[config.mk]
export PLATFORM = sky130hd
export DESIGN_NAME = fetch_ctrl
export DESIGN_NICKNAME = d
export VERILOG_FILES = /design/src/rtl/fetch_ctrl.sv
export SDC_FILE = /design/constraint.sdc
export NUM_CORES = 1
export LEC_CHECK = 0
export CAP_MARGIN = 20
export CELL_PAD_IN_SITES_DETAIL_PLACEMENT = 1
export CELL_PAD_IN_SITES_GLOBAL_PLACEMENT = 1
export CORE_MARGIN = 2
export CORE_UTILIZATION = 35
export DETAILED_ROUTE_END_ITERATION = 10
export GPL_TIMING_DRIVEN = 0
export HOLD_SLACK_MARGIN = 0.03
export PLACE_DENSITY_LB_ADDON = 0.1
export SLEW_MARGIN = 20
export SYNTH_ARGS = -nofsm -noshare
export SYNTH_HDL_FRONTEND = slang
export SYNTH_SLANG_ARGS = --single-unit
[constraint.sdc]
create_clock -name Clk -period 3.7 [get_ports Clk]
set_input_delay 0.37 -clock Clk [delete_from_list [all_inputs] [get_ports Clk]]
set_output_delay 0.37 -clock Clk [all_outputs]
set_load 0.02 [all_outputs]
[src/rtl/fetch_ctrl.sv]
// fetch_ctrl
//   Fetch-stage sequencer for the P7 CPU. Each cycle it decides whether the
//   IFU PC register is written and with what value: PC+4 after a completed
//   fetch, a branch/jump target, the exception entry, or EPC on eret. It runs
//   the req/ack handshake with the multi-cycle instruction bus and holds the
//   fetched word in a one-entry buffer for the D stage.
//
// Ports
//   Clk, Rst_n            clock (rising edge), asynchronous active-low reset
//   PC                    current PC from IFU
//   PC_We, NPC            IFU write enable / next PC (combinational)
//   Ifetch_Req/Addr       bus request and address (registered)
//   Ifetch_Ack/Data       bus completion and fetched word (same cycle)
//   Instr_Valid/Instr/
//   Instr_PC/AdEL         output buffer towards the D stage
//   Instr_Ready           D stage consumes the buffer this cycle
//   Br_Redirect/Br_Target branch/jump taken pulse and target
//   Exc_Redirect          exception/interrupt pulse from CP0
//   Eret/EPC              eret pulse and return address
module fetch_ctrl #(
  parameter logic [31:0] RESET_PC  = 32'h0000_3000,
  parameter logic [31:0] EXC_ENTRY = 32'h0000_4180,
  parameter logic [31:0] IM_BASE   = 32'h0000_3000,
  parameter logic [31:0] IM_LIMIT  = 32'h0000_6FFC
) (
  input  logic        Clk,
  input  logic        Rst_n,
  input  logic [31:0] PC,
  output logic        PC_We,
  output logic [31:0] NPC,
  output logic        Ifetch_Req,
  output logic [31:0] Ifetch_Addr,
  input  logic        Ifetch_Ack,
  input  logic [31:0] Ifetch_Data,
  output logic        Instr_Valid,
  output logic [31:0] Instr,
  output logic [31:0] Instr_PC,
  output logic        AdEL,
  input  logic        Instr_Ready,
  input  logic        Br_Redirect,
  input  logic [31:0] Br_Target,
  input  logic        Exc_Redirect,
  input  logic        Eret,
  input  logic [31:0] EPC
);

  // The IFU owns the reset PC; it is only recorded here as a sanity flag that
  // the reset vector lies inside the fetchable window.
  localparam bit unused_reset_pc_ok = (RESET_PC[1:0] == 2'b00) &&
                                      (RESET_PC >= IM_BASE) && (RESET_PC <= IM_LIMIT);

  typedef enum logic [1:0] {S_IDLE, S_REQ, S_FAULT} state_t;

  state_t      r_state;
  logic        r_req;
  logic [31:0] r_addr;
  logic        r_pend;
  logic [31:0] r_pend_tgt;
  logic        r_valid;
  logic [31:0] r_instr;
  logic [31:0] r_instr_pc;
  logic        r_adel;

  logic        w_redir;
  logic [31:0] w_redir_tgt;
  logic [31:0] w_pc_inc;
  logic        w_pc_legal;
  logic        w_buf_free;
  logic        w_ack;
  logic        w_load_fetch;
  logic        w_load_fault;

  assign w_redir     = Exc_Redirect | Eret | Br_Redirect;
  assign w_redir_tgt = Exc_Redirect ? EXC_ENTRY : (Eret ? EPC : Br_Target);
  assign w_pc_inc    = PC + 32'd4;
  assign w_pc_legal  = (PC[1:0] == 2'b00) && (PC >= IM_BASE) && (PC <= IM_LIMIT);
  // Buffer is guaranteed empty on the next cycle
  assign w_buf_free  = !r_valid || Instr_Ready;
  assign w_ack       = (r_state == S_REQ) && Ifetch_Ack;
  // A redirect that is pending or arrives with the Ack kills the fetched word
  assign w_load_fetch = w_ack && !w_redir && !r_pend;
  assign w_load_fault = (r_state == S_IDLE) && !w_redir && w_buf_free && !w_pc_legal;

  // PC update: IDLE/FAULT honour a redirect at once; REQ only moves PC on Ack
  always_comb begin
    PC_We = 1'b0;
    NPC   = w_pc_inc;
    if (r_state == S_REQ) begin
      if (Ifetch_Ack) begin
        PC_We = 1'b1;
        if (w_redir)     NPC = w_redir_tgt;
        else if (r_pend) NPC = r_pend_tgt;
      end
    end else if (w_redir) begin
      PC_We = 1'b1;
      NPC   = w_redir_tgt;
    end
  end

  always_ff @(posedge Clk or negedge Rst_n) begin
    if (!Rst_n) begin
      r_state    <= S_IDLE;
      r_req      <= 1'b0;
      r_addr     <= 32'd0;
      r_pend     <= 1'b0;
      r_pend_tgt <= 32'd0;
      r_valid    <= 1'b0;
      r_instr    <= 32'd0;
      r_instr_pc <= 32'd0;
      r_adel     <= 1'b0;
    end else begin
      case (r_state)
        S_IDLE: begin
          if (!w_redir && w_buf_free) begin
            if (w_pc_legal) begin
              r_state <= S_REQ;
              r_req   <= 1'b1;
              r_addr  <= PC;
            end else begin
              r_state <= S_FAULT;
            end
          end
        end
        S_REQ: begin
          if (Ifetch_Ack) begin
            r_state <= S_IDLE;
            r_req   <= 1'b0;
            r_pend  <= 1'b0;
          end else if (w_redir) begin
            // Newest redirect wins over any earlier pending one
            r_pend     <= 1'b1;
            r_pend_tgt <= w_redir_tgt;
          end
        end
        S_FAULT: begin
          if (w_redir) r_state <= S_IDLE;
        end
        default: begin
          r_state <= S_IDLE;
          r_req   <= 1'b0;
        end
      endcase

      // Output buffer: flush beats load beats consume
      if (w_redir) begin
        r_valid <= 1'b0;
      end else if (w_load_fetch) begin
        r_valid    <= 1'b1;
        r_instr    <= Ifetch_Data;
        r_instr_pc <= r_addr;
        r_adel     <= 1'b0;
      end else if (w_load_fault) begin
        r_valid    <= 1'b1;
        r_instr    <= 32'd0;
        r_instr_pc <= PC;
        r_adel     <= 1'b1;
      end else if (r_valid && Instr_Ready) begin
        r_valid <= 1'b0;
      end
    end
  end

  assign Ifetch_Req  = r_req;
  assign Ifetch_Addr = r_addr;
  assign Instr_Valid = r_valid;
  assign Instr       = r_instr;
  assign Instr_PC    = r_instr_pc;
  assign AdEL        = r_adel;

endmodule

# Word level (Yosys, flattened, before mapping)
# Cells that the tools add are included.
# Widths: inputs -> output; s select.
# word_totals
input_bits,135
wordCells,80
ff_bits,134
out_inout_bits,132
# op_classes
add_sub_neg,1
n_mux,31
n_reduce_logical,26
bitwise,5
eq_ne,6
order_cmp,2
# op_table
cell,count
$mux 32,11
$add 32x3->32 const B,1
$ge 32x14->1 const B,1
$le 32x15->1 const B,1
$mux 1,14
$logic_and 1x1->1,10
$reduce_and 3->1,3
$mux 2,4
$ne 2x2->1 const B,3
$pmux 2 s3,1
$logic_not 1->1,4
$logic_not 2->1,2
$reduce_and 2->1,2
$reduce_and 4->1,1
$reduce_bool 2->1,2
$reduce_bool 4->1,1
$not 1->1,3
$pmux 1 s3,1
$eq 2x1->1 const B,1
$eq 2x2->1 const B,1
$ne 2x1->1 const B,1
$or 1x1->1,2
$logic_or 1x1->1,1

# Longest topological paths before layout
# Gate-level depths: netlist of the first run.
# depth
word_depth,9
depth_mapped,9
depth_no_buf,6

# Least setup slack after synthesis of the first run
# Ideal clock, no wire load.
# synth_timing
path_type,input port to output port
start,input port PC[6]
end,output port NPC[28]
arrival_ps,2004
path_buffers,1
required_ps,3330
cell_stages,6
path_slack_ps,1326
cell_sequence,clkbuf_2 nand4_2 or4_4 nor4_1 xnor2_1 o221ai_1
# synth_via
elab_chain_cells,5
elab_cells_between_ends,6
cone_classes,1 x add/sub; 5 x mux
# synth_rtl
item,line,rtl
from (decl),28,"input logic [31:0] PC,"
$add 32x3->32 *,75,assign w_pc_inc = PC + 32'd4;
$mux 32,92,else if (r_pend) NPC = r_pend_tgt;
$mux 32,91,if (w_redir) NPC = w_redir_tgt;
$mux 32,89,if (Ifetch_Ack) begin
$mux 32 *,88,if (r_state == S_REQ) begin
to (decl),30,"output logic [31:0] NPC,"
# Mark *: on every way between the ends. The rest lies on a longest branch, timed or not.

# Worst setup path after layout of the first run
# layout_timing
start,input port PC[3]
end,output port NPC[28]
# Same word-level chain as after synthesis.

==> results of run 1 <==
[worst max-delay path, delay by kind of cell]
kind,cells,cell delay [ns]
adder cells (fa/ha/maj),1,0.26
XOR/XNOR,1,0.14
AND/OR/NAND/NOR,3,0.98
AO/OA/AOI/OAI,1,0.17
buffers and inverters,2,1.27
[registers in the layout, summed over array words and instances (netlist names)]
name,cells
Instr_PC,32
Instr_Valid,1
Ifetch_Req,1
r_pend_tgt,32
AdEL,1
Ifetch_Addr,32
Instr,32
r_pend,1
r_state,2
[cell type report]
type	count	area, µm²
inverters	8	30.0
fillers	2317	9360
well taps	270	338
plain buffers	57	267
multi-input cells	588	3560
diodes	1	2.50
flip-flops and latches	134	3350
repair buffers	264	2660
clock inverters	14	166
clock buffers	18	429
[where the power goes]
| part | switching (mW) | internal, mW | total [mW] |
|---|---|---|---|
| Clock | 0.734 | 1.01 | 1.75 |
| Sequential | 0.0496 | 1.55 | 1.60 |
| Combinational | 0.428 | 0.405 | 0.834 |
| Total | 1.21 | 2.97 | 4.18 |
[through the flow]
| step | hold WS, ns | setup TNS, ns | setup slack [ns] |
|---|---|---|---|
| after CTS | 0.318 | 0 | 0.0406 |
| after global routing | 0.338 | 0 | 0.00685 |
| after detailed placement | 0.293 | -2.12 | -0.203 |
| after global placement | 0.461 | -475.81 | -3.55 |
| final | 0.329 | 0 | 0.118 |
| after floorplan | 0.0744 | 0 | 1.33 |
[kinds of logic (layout without fill, tap and decap cells)]
kind of cell,count (synthesis),count (layout),synth area share [%]
multiplexers,60,60,8.91
AO/OA/AOI/OAI,165,165,15.1
adder cells (fa/ha/maj),2,2,0.348
AND/OR/NAND/NOR,335,335,21.7
other,0,1,0
flip-flops,134,134,46.6
XOR/XNOR,26,26,3.17
buffers and inverters,66,361,4.11
[layer usage]
layer | global-route usage, % | up-vias | part of all wire, %
li1 | - | 3348 | -
met1 | 32.9 | 3535 | 42
met2 | 43.0 | 239 | 48
met3 | 8.01 | 31 | 8.1
met4 | 6.54 | 0 | 1.6
met5 | 0 | - | 0
[placed cells by master (no fill, tap or decap), drive strengths merged, types with 3 or more instances in the layout]
cell type and count:
xor2 12, clkinvlp 3, inv 14, nand2 110, nand3 51, nand4 9, o221ai 5, buf 33
a21oi 38, mux2i 28, o31ai 10, o21ai 43, xnor2 14, dfrtp 134, a21o 4, nor2 97
a22oi 28, mux2 32, a221oi 22, clkbuf 47, o22ai 7, clkdlybuf4s50 256, clkinv 3, nor3 12
nand2b 5, nor4 9, and3 4, and2 4, nor2b 23
[worst min-delay path by stage]
stage	endpoint	slack, ns	startpoint
global route	Ifetch_Addr[12]$_DFFE_PN0P_	0.34	PC[12]
floorplan	AdEL$_DFFE_PN0P_	0.07	Rst_n
global placement	r_pend_tgt[18]$_DFFE_PN0P_	0.46	r_pend_tgt[18]$_DFFE_PN0P_
detailed placement	r_pend_tgt[29]$_DFFE_PN0P_	0.29	Rst_n
CTS	Ifetch_Addr[13]$_DFFE_PN0P_	0.32	PC[13]
finish	Ifetch_Addr[12]$_DFFE_PN0P_	0.33	PC[12]
[timing repair]
item	CTS	global route
hold endpoints to repair	46	0
endpoints found under the setup margin	24	25
resized for setup	4	11
setup buffers	0	3
hold buffers	1	0
pin swaps	0	1
==> report_table.html, run 1 <==
<table>
<tr><th>Metric</th><th>Value</th></tr>
<tr><th colspan="2">Setup path</th></tr>
<tr><td>CP most frequent cell</td><td>sky130_fd_sc_hd__clkdlybuf4s50_1</td></tr>
<tr><td>Register-to-register path setup slack</td><td>1.29 ns</td></tr>
<tr><td>Worst setup SP type</td><td>input pin</td></tr>
<tr><td>Delay of the slowest cell on the worst path</td><td>0.64 ns</td></tr>
<tr><td>Crit. End Element</td><td>primary output</td></tr>
<tr><td>Worst Path Arrival</td><td>3.21 ns</td></tr>
<tr><td>Cell count of the worst reg-to-reg path</td><td>6</td></tr>
<tr><td>Crit path max fanout</td><td>6</td></tr>
<tr><td>FF-to-FF Start</td><td>r_state[0]$_DFFE_PN0P_</td></tr>
<tr><td>Endpoint required time on the critical path</td><td>3.33 ns</td></tr>
<tr><td>Termination of the worst setup path</td><td>NPC[28]</td></tr>
<tr><td>Endpoint of the worst-slack reg-to-reg timing path</td><td>Instr_PC[9]$_DFFE_PN0P_</td></tr>
<tr><td>Setup Crit Path Kind</td><td>in2out</td></tr>
<tr><td>Max stage delay cell, worst path</td><td>sky130_fd_sc_hd__clkdlybuf4s50_1</td></tr>
<tr><td>Cell-by-cell listing of the critical path</td><td>clkdlybuf4s50_1, ha_1, nand3_1, or4_4, nor4_1, xnor2_1, o221ai_1, clkdlybuf4s50_1</td></tr>
<tr><td>Critical Path Source</td><td>PC[3]</td></tr>
<tr><th colspan="2">Timing</th></tr>
<tr><td>Unrepaired setup endpoints after global routing</td><td>false</td></tr>
<tr><td>Final count of negative-setup-slack endpoints</td><td>0</td></tr>
<tr><td>Shortest period the worst path allows</td><td>3.58 ns</td></tr>
<tr><td>Slew Viols, Final</td><td>0</td></tr>
<tr><td>Slew at the pin closest to its max-slew limit</td><td>0.821 ns</td></tr>
<tr><td>Largest clock skew in the final design</td><td>0.0113 ns</td></tr>
<tr><td>Timing-limited maximum frequency</td><td>279 MHz</td></tr>
<tr><td>Part of the cycle the worst path needs</td><td>96.8%</td></tr>
<tr><td>Final Hold Viols</td><td>0</td></tr>
<tr><td>Relative slew margins</td><td>45.0%</td></tr>
<tr><th colspan="2">GRT</th></tr>
<tr><td>Number of global-route vias before repair</td><td>7725</td></tr>
<tr><td>Maximum number of pins on one net before global-route repair</td><td>89</td></tr>
<tr><td>Antenna violations before repair</td><td>1</td></tr>
<tr><td>First-pass GRT wire length</td><td>44000 µm</td></tr>
<tr><td>Final global-route overflow total</td><td>0</td></tr>
<tr><td>Overall fraction of global-route tracks in use</td><td>25.9%</td></tr>
<tr><th colspan="2">Clock network</th></tr>
<tr><td>Clk sinks</td><td>134</td></tr>
<tr><td>Register clock-pin slew on the reported worst setup and hold paths</td><td>0.06 ns</td></tr>
<tr><td>Bufs on Longest Clock Path</td><td>2</td></tr>
<tr><td>Clock tree from TritonCTS</td><td>done</td></tr>
<tr><td>Root buffer cell</td><td>sky130_fd_sc_hd__clkbuf_16</td></tr>
<tr><td>Htree depth</td><td>4</td></tr>
<tr><td>TritonCTS buffer count</td><td>17</td></tr>
<tr><td>Source-to-sink clock delay at the later pin of the worst-skew pair</td><td>0.43 ns</td></tr>
<tr><th colspan="2">Power</th></tr>
<tr><td>Peak supply drop</td><td>0.000324 V</td></tr>
<tr><td>Static Leak</td><td>4.79 nW</td></tr>
<tr><td>Pwr/cell area</td><td>387 nW/µm²</td></tr>
<tr><td>PnR Total Power</td><td>4.18 mW</td></tr>
<tr><th colspan="2">Logic synthesis</th></tr>
<tr><td>Most area-consuming cells after synthesis</td><td>sky130_fd_sc_hd__dfrtp_1 47%, sky130_fd_sc_hd__nand2_1 5.7%, sky130_fd_sc_hd__nor2_1 5.0%, sky130_fd_sc_hd__mux2i_1 3.9%, sky130_fd_sc_hd__nand3_1 3.6%</td></tr>
<tr><td>Syn Std Cell Area</td><td>7190 µm²</td></tr>
<tr><td>Area share of the largest cell type after synthesis</td><td>46.6%</td></tr>
<tr><td>Top flip-flop cell by instance count after synthesis</td><td>sky130_fd_sc_hd__dfrtp_1</td></tr>
<tr><td>Number of synthesized flops with an enable pin</td><td>0</td></tr>
<tr><td>Most frequent cell after synthesis</td><td>sky130_fd_sc_hd__dfrtp_1</td></tr>
<tr><td>Leading area contributor after synthesis</td><td>sky130_fd_sc_hd__dfrtp_1</td></tr>
<tr><td>Synthesized flop and latch total</td><td>134</td></tr>
<tr><td>Portion of the post-synthesis area used by sequential elements</td><td>46.6%</td></tr>
<tr><td>Number of warnings issued by yosys</td><td>0</td></tr>
<tr><td>Async S/R FF share, synth</td><td>100%</td></tr>
<tr><td>Number of standard cells after synthesis</td><td>788</td></tr>
<tr><td>Mean post-synth cell area</td><td>9.12 µm²</td></tr>
<tr><td>Nets in the synthesized netlist</td><td>925</td></tr>
<tr><td>Ranking of synthesized cells by instance count</td><td>134 x sky130_fd_sc_hd__dfrtp_1, 110 x sky130_fd_sc_hd__nand2_1, 96 x sky130_fd_sc_hd__nor2_1, 51 x sky130_fd_sc_hd__nand3_1, 42 x sky130_fd_sc_hd__o21ai_0</td></tr>
<tr><td>Count of different cell masters after synthesis</td><td>54</td></tr>
<tr><th colspan="2">Min path</th></tr>
<tr><td>Number of cells on the worst hold path</td><td>2</td></tr>
<tr><td>Worst min-delay path category</td><td>in2reg</td></tr>
<tr><th colspan="2">Cells and area</th></tr>
<tr><td>Post-route design area</td><td>10800 µm²</td></tr>
<tr><td>Post-route non-filler standard cell count</td><td>1354</td></tr>
<tr><td>Layout cells sized above 1</td><td>9.14%</td></tr>
<tr><td>Number of nets in the layout</td><td>1207</td></tr>
<tr><td>Area growth from synthesis to layout</td><td>50.4%</td></tr>
<tr><td>Final core utilization</td><td>53.6%</td></tr>
<tr><th colspan="2">Floorplan</th></tr>
<tr><td>Vertical die dimension</td><td>147 µm</td></tr>
<tr><td>Width of the die</td><td>147 µm</td></tr>
<tr><td>Rows</td><td>52</td></tr>
<tr><td>Area of the core</td><td>20200 µm²</td></tr>
<tr><td>DIE AREA</td><td>21700 µm²</td></tr>
<tr><td>Starting density of the core</td><td>35.6%</td></tr>
<tr><td>Ports placed on the boundary</td><td>267</td></tr>
<tr><th colspan="2">Placed design</th></tr>
<tr><td>HPWL after detailed placement</td><td>21000 µm</td></tr>
<tr><td>Instance area at placement</td><td>10200 µm²</td></tr>
<tr><td>Final Wtd Congestion</td><td>0.833</td></tr>
<tr><td>Placed Instances</td><td>1318</td></tr>
<tr><td># port buffers</td><td>259</td></tr>
<tr><th colspan="2">Drt</th></tr>
<tr><td>Via density per instance</td><td>5.28</td></tr>
<tr><td>DRC violation count after routing</td><td>0</td></tr>
<tr><td>Wire length per cell after detailed routing</td><td>20.5 µm</td></tr>
<tr><td>Remaining antenna violation count after routing</td><td>0</td></tr>
<tr><td>Initial DRC count</td><td>395</td></tr>
<tr><td>Pre-Repair DR Iteration Count</td><td>4</td></tr>
<tr><td>Via Count</td><td>7153</td></tr>
<tr><td>Routed WL</td><td>27700 µm</td></tr>
<tr><th colspan="2">Run status</th></tr>
<tr><td>Outcome</td><td>finished clean</td></tr>
<tr><th colspan="2">Job</th></tr>
<tr><td>Max-capacitance violation count</td><td>0</td></tr>
</table>
Power figures use the tool's default switching activity.
==> run 2: changes to the inputs <==
--- a/config.mk
+++ b/config.mk
@@ -14,7 +14,7 @@
 export GPL_TIMING_DRIVEN = 0
 export HOLD_SLACK_MARGIN = 0.03
 export PLACE_DENSITY_LB_ADDON = 0.1
-export SLEW_MARGIN = 20
+export SLEW_MARGIN = 5
 export SYNTH_ARGS = -nofsm -noshare
 export SYNTH_HDL_FRONTEND = slang
 export SYNTH_SLANG_ARGS = --single-unit
==> report_table.html, run 2 (synthesis results as in run 1) <==
<table>
<tr><th>Metric</th><th>Value</th></tr>
<tr><th colspan="2">Cells and area</th></tr>
<tr><td>Number of nets in the layout</td><td>1207 (unchanged)</td></tr>
<tr><td>Commonest non-fill, non-tap cells in the layout</td><td>257 x sky130_fd_sc_hd__clkdlybuf4s50_1, 134 x sky130_fd_sc_hd__dfrtp_1, 110 x sky130_fd_sc_hd__nand2_1, 95 x sky130_fd_sc_hd__nor2_1, 51 x sky130_fd_sc_hd__nand3_1 (was 256 x sky130_fd_sc_hd__clkdlybuf4s50_1, 134 x sky130_fd_sc_hd__dfrtp_1, 110 x sky130_fd_sc_hd__nand2_1, 95 x sky130_fd_sc_hd__nor2_1, 51 x sky130_fd_sc_hd__nand3_1)</td></tr>
<tr><td>Layout cells sized above 1</td><td>9.15% (was 9.14%)</td></tr>
<tr><td>Final core utilization</td><td>53.6% (about the same)</td></tr>
<tr><td>Post-route design area</td><td>10800 µm² (about the same)</td></tr>
<tr><td>Combined area of the multi-input logic cells</td><td>3560 µm² (about the same)</td></tr>
<tr><td>Fill cells</td><td>2306 (was 2317)</td></tr>
<tr><td>Sequential cell area in the final layout</td><td>3350 µm² (unchanged)</td></tr>
<tr><td>Area growth from synthesis to layout</td><td>50.3% (was 50.4%)</td></tr>
<tr><td>Most common cell after layout, fill and taps aside</td><td>sky130_fd_sc_hd__clkdlybuf4s50_1 (unchanged)</td></tr>
<tr><th colspan="2">Power</th></tr>
<tr><td>Pwr/cell area</td><td>386 nW/µm² (was 387 nW/µm²)</td></tr>
<tr><td>Static Leak</td><td>4.79 nW (about the same)</td></tr>
<tr><td>Peak supply drop</td><td>0.000300 V (was 0.000324 V)</td></tr>
<tr><td>PnR Total Power</td><td>4.17 mW (was 4.18 mW)</td></tr>
<tr><th colspan="2">Timing</th></tr>
<tr><td>Part of the cycle the worst path needs</td><td>96.4% (was 96.8%)</td></tr>
<tr><td>Slew Viols, Final</td><td>0 (unchanged)</td></tr>
<tr><td>Largest clock skew in the final design</td><td>0.0134 ns (was 0.0113 ns)</td></tr>
<tr><td>Fin Hold WS</td><td>0.342 ns (was 0.329 ns)</td></tr>
<tr><td>Relative slew margins</td><td>40.3% (was 45.0%)</td></tr>
<tr><td>Final count of negative-setup-slack endpoints</td><td>0 (unchanged)</td></tr>
<tr><td>Setup tns final</td><td>0 ns (unchanged)</td></tr>
<tr><td>Slew at the pin closest to its max-slew limit</td><td>0.891 ns (was 0.821 ns)</td></tr>
<tr><td>Timing-limited maximum frequency</td><td>280 MHz (was 279 MHz)</td></tr>
<tr><td>Shortest period the worst path allows</td><td>3.57 ns (was 3.58 ns)</td></tr>
<tr><td>Final Hold Viols</td><td>0 (unchanged)</td></tr>
<tr><th colspan="2">Setup path</th></tr>
<tr><td>Delay of the slowest cell on the worst path</td><td>0.64 ns (about the same)</td></tr>
<tr><td>CP most frequent cell</td><td>sky130_fd_sc_hd__clkdlybuf4s50_1 (unchanged)</td></tr>
<tr><td>Cell count of the worst reg-to-reg path</td><td>6 (unchanged)</td></tr>
<tr><td>Setup Crit Path Kind</td><td>in2out (unchanged)</td></tr>
<tr><td>Endpoint required time on the critical path</td><td>3.33 ns (about the same)</td></tr>
<tr><td>Cell-by-cell listing of the critical path</td><td>clkdlybuf4s50_1, ha_1, nand3_1, or4_4, nor4_1, xnor2_1, o221ai_1, clkdlybuf4s50_1 (unchanged)</td></tr>
<tr><td>Crit. End Element</td><td>primary output (unchanged)</td></tr>
<tr><td>Critical Path Source</td><td>PC[3] (unchanged)</td></tr>
<tr><td>Register-to-register path setup slack</td><td>1.18 ns (was 1.29 ns)</td></tr>
<tr><td>Endpoint of the worst-slack reg-to-reg timing path</td><td>Instr_PC[9]$_DFFE_PN0P_ (unchanged)</td></tr>
<tr><td>Termination of the worst setup path</td><td>NPC[28] (unchanged)</td></tr>
<tr><td>FF-to-FF Start</td><td>r_state[0]$_DFFE_PN0P_ (unchanged)</td></tr>
<tr><td>Worst setup SP type</td><td>input pin (unchanged)</td></tr>
<tr><td>Crit path max fanout</td><td>6 (unchanged)</td></tr>
<tr><td>Worst Path Arrival</td><td>3.20 ns (was 3.21 ns)</td></tr>
<tr><td>Max stage delay cell, worst path</td><td>sky130_fd_sc_hd__clkdlybuf4s50_1 (unchanged)</td></tr>
<tr><th colspan="2">Clock network</th></tr>
<tr><td>Clk sinks</td><td>134 (unchanged)</td></tr>
<tr><td>Clock tree from TritonCTS</td><td>done (unchanged)</td></tr>
<tr><td>Htree depth</td><td>4 (unchanged)</td></tr>
<tr><td>Register clock-pin slew on the reported worst setup and hold paths</td><td>0.06 ns (about the same)</td></tr>
<tr><td>Source-to-sink clock delay at the later pin of the worst-skew pair</td><td>0.42 ns (was 0.43 ns)</td></tr>
<tr><td>Root buffer cell</td><td>sky130_fd_sc_hd__clkbuf_16 (unchanged)</td></tr>
<tr><td>TritonCTS buffer count</td><td>17 (unchanged)</td></tr>
<tr><td>Bufs on Longest Clock Path</td><td>2 (unchanged)</td></tr>
<tr><th colspan="2">Drt</th></tr>
<tr><td>Pre-Repair DR Iteration Count</td><td>7 (was 4)</td></tr>
<tr><td>Via density per instance</td><td>5.29 (was 5.28)</td></tr>
<tr><td>DRC violation count after routing</td><td>0 (unchanged)</td></tr>
<tr><td>Initial DRC count</td><td>438 (was 395)</td></tr>
<tr><td>Remaining antenna violation count after routing</td><td>0 (unchanged)</td></tr>
<tr><td>Wire length per cell after detailed routing</td><td>20.4 µm (was 20.5 µm)</td></tr>
<tr><td>Routed WL</td><td>27600 µm (was 27700 µm)</td></tr>
<tr><td>Via Count</td><td>7169 (was 7153)</td></tr>
<tr><th colspan="2">Floorplan</th></tr>
<tr><td>Ports placed on the boundary</td><td>267 (unchanged)</td></tr>
<tr><td>Area of the core</td><td>20200 µm² (unchanged)</td></tr>
<tr><td>DIE AREA</td><td>21700 µm² (unchanged)</td></tr>
<tr><td>Width of the die</td><td>147 µm (unchanged)</td></tr>
<tr><td>Starting density of the core</td><td>35.6% (unchanged)</td></tr>
<tr><td>Rows</td><td>52 (unchanged)</td></tr>
<tr><td>Vertical die dimension</td><td>147 µm (unchanged)</td></tr>
<tr><th colspan="2">GRT</th></tr>
<tr><td>Overall fraction of global-route tracks in use</td><td>25.8% (was 25.9%)</td></tr>
<tr><td>Number of global-route vias before repair</td><td>7741 (was 7725)</td></tr>
<tr><td>Maximum number of pins on one net before global-route repair</td><td>88 (was 89)</td></tr>
<tr><td>Final global-route overflow total</td><td>0 (unchanged)</td></tr>
<tr><td>First-pass GRT wire length</td><td>43900 µm (was 44000 µm)</td></tr>
<tr><td>Antenna violations before repair</td><td>2 (was 1)</td></tr>
<tr><th colspan="2">Placed design</th></tr>
<tr><td>Final Wtd Congestion</td><td>0.833 (unchanged)</td></tr>
<tr><td># port buffers</td><td>259 (unchanged)</td></tr>
<tr><td>HPWL after detailed placement</td><td>20900 µm (was 21000 µm)</td></tr>
<tr><td>Instance area at placement</td><td>10100 µm² (was 10200 µm²)</td></tr>
<tr><th colspan="2">Min path</th></tr>
<tr><td>Worst min-delay path category</td><td>in2reg (unchanged)</td></tr>
<tr><th colspan="2">Run status</th></tr>
<tr><td>Outcome</td><td>finished clean (unchanged)</td></tr>
<tr><th colspan="2">Job</th></tr>
<tr><td>Max-capacitance violation count</td><td>0 (unchanged)</td></tr>
</table>
run 2: cell type report:
class	count	area share [%]
diodes	2	0.0463
plain buffers	57	2.48
clock buffers	17	3.94
clock inverters	14	1.54
inverters	8	0.278
multi-input cells	588	33.0
flip-flops and latches	134	31.0
well taps	270	3.13
repair buffers	264	24.6
run 2: worst max-delay path, delay by kind of cell:
kind / cells / cell delay, ns
compound gates: 1 / 0.18
buf+inv: 2 / 1.28
simple gates: 3 / 0.98
xor+xnor: 1 / 0.13
fa+ha+maj: 1 / 0.26
run 2: layer usage:
layer  vias to the layer above  track usage [%]  routed length (µm)
li1                       3351                -                   -
met1                      3552             33.2               11800
met2                       240             42.1               13100
met3                        26             7.80                2260
met4                         0             7.74                 396
met5                         -                0                   0
run 2: worst min-delay path by stage:
stage / cells after the start / endpoint / from
2_1_floorplan: 0 / AdEL$_DFFE_PN0P_ / Rst_n
5_1_grt: 2 / Ifetch_Addr[12]$_DFFE_PN0P_ / PC[12]
3_5_place_dp: 1 / r_pend_tgt[29]$_DFFE_PN0P_ / Rst_n
4_1_cts: 2 / Ifetch_Addr[13]$_DFFE_PN0P_ / PC[13]
3_3_place_gp: 2 / r_pend_tgt[18]$_DFFE_PN0P_ / r_pend_tgt[18]$_DFFE_PN0P_
6_report: 2 / Ifetch_Addr[13]$_DFFE_PN0P_ / PC[13]
run 2: repair_timing:
action                                 CTS  global route
pin swaps                                0             1
setup buffers                            0             3
hold buffers                             1             0
gates resized for setup                  4             9
setup endpoints to repair               26            27
gates cloned                             0             0
endpoints found under the hold margin   47             0
run 2: power breakdown:
part | internal [mW] | switching [mW] | total, mW
registers | 1.55 | 0.0484 | 1.60
logic | 0.406 | 0.430 | 0.835
clock network | 1.01 | 0.727 | 1.74
total | 2.96 | 1.20 | 4.17
run 2: metrics by stage:
step                      setup WS (ns)  std cells
after floorplan                    1.33        788
after global placement            -3.55       1317
after detailed placement         -0.224       1318
after CTS                        0.0150       1350
after global routing          -0.000624       1354
final                             0.131       1354
